$ cat src/rtl/wb_bram_ctrl.sv
// Wishbone classic slave bridging a decoded address window onto a single-port BRAM.
// Optional WB_BRAM_BOUND_EN: acks out-of-range window accesses (reads return all ones).
module wb_bram_ctrl #(
  parameter logic [31:0] ADDR_BASE   = 32'h3800_0000,
  parameter int          DEPTH_WORDS = 1024,
  parameter int          DELAYS      = 10
) (
  input  logic        wb_clk_i,
  input  logic        wb_rst_i,
  input  logic        wbs_cyc_i,
  input  logic        wbs_stb_i,
  input  logic        wbs_we_i,
  input  logic [3:0]  wbs_sel_i,
  input  logic [31:0] wbs_adr_i,
  input  logic [31:0] wbs_dat_i,
  output logic        wbs_ack_o,
  output logic [31:0] wbs_dat_o,
  output logic        bram_en,
  output logic [3:0]  bram_we,
  output logic [31:0] bram_addr,
  output logic [31:0] bram_di,
  input  logic [31:0] bram_do,
  output logic        busy_o
);

  localparam logic [31:0] LIMIT = 32'(DEPTH_WORDS * 4);
  localparam logic [7:0]  LAST  = 8'(DELAYS - 2);
  localparam logic [7:0]  PRE   = 8'(DELAYS - 3);

  typedef enum logic [1:0] {S_IDLE, S_WAIT, S_ACK} state_t;

  state_t      state;
  logic [7:0]  cnt;
  logic [15:0] off_q;
  logic [31:0] di_q;
  logic        we_q;
  logic        oor_q;
  logic        rd_ack;
  logic        region;
  logic        inrange;
  logic        accept;

  assign region  = wbs_cyc_i & wbs_stb_i & (wbs_adr_i[31:16] == ADDR_BASE[31:16]);
  assign inrange = {16'h0, wbs_adr_i[15:0]} < LIMIT;
`ifdef WB_BRAM_BOUND_EN
  assign accept  = region;
`else
  assign accept  = region & inrange;
`endif

  always_ff @(posedge wb_clk_i) begin
    if (wb_rst_i) begin
      state     <= S_IDLE;
      cnt       <= 8'd0;
      off_q     <= 16'h0;
      di_q      <= 32'h0;
      we_q      <= 1'b0;
      oor_q     <= 1'b0;
      rd_ack    <= 1'b0;
      wbs_ack_o <= 1'b0;
      bram_en   <= 1'b0;
      bram_we   <= 4'h0;
    end else begin
      bram_en   <= 1'b0;
      bram_we   <= 4'h0;
      wbs_ack_o <= 1'b0;
      rd_ack    <= 1'b0;
      case (state)
        S_IDLE: if (accept) begin
          state <= S_WAIT;
          cnt   <= 8'd0;
          off_q <= wbs_adr_i[15:0];
          di_q  <= wbs_dat_i;
          we_q  <= wbs_we_i;
          oor_q <= ~inrange;
          // First WAIT cycle carries the write; with DELAYS=2 it is also the read slot.
          bram_en <= inrange & (wbs_we_i | (DELAYS == 2));
          bram_we <= (wbs_we_i & inrange) ? wbs_sel_i : 4'h0;
        end
        S_WAIT: begin
          if (!(wbs_cyc_i & wbs_stb_i)) begin
            state <= S_IDLE;
          end else begin
            cnt <= cnt + 8'd1;
            if (cnt == LAST) begin
              state     <= S_ACK;
              wbs_ack_o <= 1'b1;
              rd_ack    <= ~we_q;
            end else if (cnt == PRE && !we_q && !oor_q) begin
              bram_en <= 1'b1;
            end
          end
        end
        S_ACK:   state <= S_IDLE;
        default: state <= S_IDLE;
      endcase
    end
  end

  // bram_do is the BRAM's own output register, so gating it with registered state keeps
  // wbs_dat_o edge-aligned and zero outside the read ack cycle.
  assign wbs_dat_o = rd_ack ? (oor_q ? 32'hFFFF_FFFF : bram_do) : 32'h0;
  assign bram_addr = {16'h0, off_q};
  assign bram_di   = di_q;
  assign busy_o    = (state != S_IDLE);

endmodule
$ cat config.mk
export PLATFORM = sky130hd
export DESIGN_NAME = wb_bram_ctrl
export DESIGN_NICKNAME = d
export VERILOG_FILES = /design/src/rtl/wb_bram_ctrl.sv
export SDC_FILE = /design/constraint.sdc
export NUM_CORES = 1
export LEC_CHECK = 0
export BUFFER_PORTS_ARGS = -buffer_cell sky130_fd_sc_hd__buf_2
export CORE_AREA = 2 2 102 84
export DETAILED_ROUTE_END_ITERATION = 10
export DIE_AREA = 0 0 104 86
export PLACE_DENSITY_LB_ADDON = 0.25
export SYNTH_ARGS = -nofsm -noshare
export SYNTH_HDL_FRONTEND = slang
export SYNTH_SLANG_ARGS = --single-unit
$ cat constraint.sdc
create_clock -name wb_clk_i -period 3.31 [get_ports wb_clk_i]
set_clock_uncertainty 0.2 [all_clocks]
set_input_delay 0.8275 -clock wb_clk_i [delete_from_list [all_inputs] [get_ports wb_clk_i]]
set_output_delay 0.8275 -clock wb_clk_i [all_outputs]
set_load 0.01 [all_outputs]
==> results.yml <==
floorplan:
  die_h_um: 86
  rows: 29
  die_x_um: 104
  core_area_mm2: 0.00784
  die-area_mm2: 0.00894
  io-pin-count: 208
  start_util_pct: 39.6
timing:
  min_period_over_period_pct: 83.2
  relSlewSlack_pct: 38.4
  tightest_slew_ns: 0.924
  finalSetupViolCount: 0
  final.setup.worst_slack_ns: 0.556
  hold_viol: 0
  rsz0062_at_grt: "false"
  max_freq_ghz: 0.363
  timing.final.max_slew_violations: 0
  final.setup.tns_ns: 0
  hold_ws_ns: 0.261
  min_period_ns: 2.75
route:
  dr.pass1.iters: 5
  wl_um: 9120
  wl_per_cell_um: 14.0
  vias: 3344
  drcViolationCount: 0
  drt_iter0_markers: 164
  vias_per_cell: 5.13
  ant_nets: 0
setup_path:
  reg2reg_setup_slack_ns: 0.98
  crit_path_end_kind: "register"
  crit_end: "bram_di[22]$_SDFFE_PP0P_"
  cp.required_ns: 3.29
  crit_fanout: 44
  critPathLaunchType: "input port"
  rr_endpoint: "bram_di[22]$_SDFFE_PP0P_"
  crit_start: "wbs_adr_i[13]"
  rr_startpoint: "state[1]$_SDFFE_PP0P_"
  path_class: "input port to register"
  r2r_cells: 5
  cp_data_arrival_time_ns: 2.74
finish:
  fin_nets: 647
  fin_area_mm2: 0.00423
  register_area_mm2: 0.00134
  antenna_cells: 0
  areaGrowthSynthToFinish_pct: 36.2
  layout-drive-gt1-share_pct: 40.3
  post-route-util_pct: 54.0
  multi_input_area_mm2: 0.00151
  fill_cells: 785
yosys:
  synthTopCellsByArea: "dfxtp_1 (43%), nand3_1 (8.1%), o21a_1 (8.0%), a21oi_1 (7.9%), o21ai_1 (4.2%)"
  synth_top_area_share_pct: 43.2
  synth_ff_type: "dfxtp_1"
  synth_fa_ha_area_share_pct: 0.805
  async_reset_ff_share_pct: 0
  synth_common_cells: "dfxtp_1 (67), nand3_1 (50), a21oi_1 (49)"
  ys_ff_latch: 67
  synth.yosys.seq_area_share_pct: 43.2
  mappedNetlistArea_mm2: 0.00311
  yosys.area_share.xor_xnor_pct: 0
  synth_area_per_cell_um2: 8.47
  yosysTopAreaCell: "dfxtp_1"
  synthMuxAreaShare_pct: 0.322
  yosysMostFrequentCell: "dfxtp_1"
  yosysWarningCount: 0
  yosys.area_share.simple_pct: 18.3
  synth.distinct_cells: 42
  synthCells: 367
  synth-compound-area-share_pct: 27.2
  synth_edf_count: 0
  synth_top_family_by_area: "compound AO/OA/AOI/OAI gates"
worst_hold_path:
  hold_class: "register to register"
placement:
  place_area_mm2: 0.00404
  gp_congestion: 0.845
  post-place-ws_ns: 0.207
  portBuffers: 191
  dpl.hpwl_um: 6610
grt:
  use_met2_pct: 36.1
  antenna_found_initial: 0
  grt-busiest-layer: "met2"
  grt_pass1_vias: 3236
  globalRouteOverflowTotal: 0
  grt_pass1_wl_um: 15100
  use_met3_pct: 8.66
  grt_max_degree: 54
  grt_usage_pct: 20.6
  met1_usage_pct: 23.6
clock_network:
  cts_num_sinks: 67
  cts_hold_buf: 0
  cts-resized-gates: 0
  clk_latency_ns: 0.33
  cts_tree: "done"
  h-tree-depth: 3
  cts.root.buffer_cell: "clkbuf_8"
  clockBufferDepth: 2
  cts_setup_buffers: 0
  numCtsBuffers: 9
  cts.clk_slew.worst_paths_ns: 0.07
power_and_ir_drop:
  internal-power_w: 0.00124
  pwr-share-clk_pct: 42.8
  switching_share_pct: 21.2
  pwr-share-seq_pct: 51.3
  vdd_drop_max_v: 0.000183
  power.density_mw_per_mm2: 371
  leakagePower_nw: 1.93
  netSwitchingPower_w: 0.000334
  power_frac_comb_pct: 5.9
job:
  max_cap_violations: 0
outcome:
  outcome: "finished clean"
-- stage by stage --
step           instances  power [W]
6_report             652    0.00157
2_1_floorplan        382   0.000866
3_5_place_dp         637   0.000917
5_1_grt              652    0.00164
3_3_place_gp         637   0.000916
4_1_cts              652    0.00159
-- power by group through the flow --
stage	registers [W]	logic [W]	clock network [W]
after floorplan	0.000824	0.0000417	0
after global placement	0.000824	0.0000916	0
after detailed placement	0.000824	0.0000928	0
after CTS	0.000806	0.0000932	0.000693
after global routing	0.000805	0.000103	0.000730
final	0.000806	0.0000930	0.000673
-- kinds of logic after synthesis --
logic type      Yosys count
compound gates          144
fa+ha+maj                 2
buf+inv                  54
flops                    67
mux                       1
other cells               1
simple gates             98
-- cell usage in the layout, fill, tap and decap left out, types with 5 or more instances in the layout --
master,count
buf_2,191
dfxtp_1,67
nand3_1,50
a21oi_1,49
o21a_1,33
o21ai_1,26
o21ai_0,21
conb_1,16
clkbuf_8,11
nand2_1,7
nor4_1,6
nor2_1,6
buf_4,6
o211ai_1,5
nor3b_1,5
-- final cells by class --
type	count	area share, %
inverter	2	0.177
tap	108	3.19
sequential	67	31.7
timing repair buffer	199	24.6
multi-input combinational	261	35.7
clock buffer	13	3.76
clock inverter	2	0.828
-- worst min path at each step --
stage	slack, ns	to	startpoint	cells past startpoint
5_1_grt	0.29	rd_ack$_SDFF_PP0_	we_q$_SDFFE_PP0P_	1
3_5_place_dp	0.25	rd_ack$_SDFF_PP0_	we_q$_SDFFE_PP0P_	1
6_report	0.26	rd_ack$_SDFF_PP0_	we_q$_SDFFE_PP0P_	1
3_3_place_gp	0.26	rd_ack$_SDFF_PP0_	we_q$_SDFFE_PP0P_	1
4_1_cts	0.26	rd_ack$_SDFF_PP0_	we_q$_SDFFE_PP0P_	1
2_1_floorplan	0.22	rd_ack$_SDFF_PP0_	we_q$_SDFFE_PP0P_	1
-- per-layer routing --
layer	vias to the layer above	routed length [µm]
li1	1649	-
met1	1544	3800
met2	142	4350
met3	9	889
met4	0	80
met5	-	0
-- worst max-delay path, cell delays in order --
cell and delay, ns:
buf_2 0.10, or4_4 0.57, or3_2 0.61, buf_4 0.32, o21ai_0 0.22, a21oi_1 0.09
-- registers in the layout, indices dropped and copies added, names as in the netlist --
name	cells
bram_we	4
off_q	16
cnt	8
wbs_ack_o	1
state	2
we_q	1
rd_ack	1
bram_di	32
bram_en	1
oor_q	1
(Power assumes the default switching activity.)
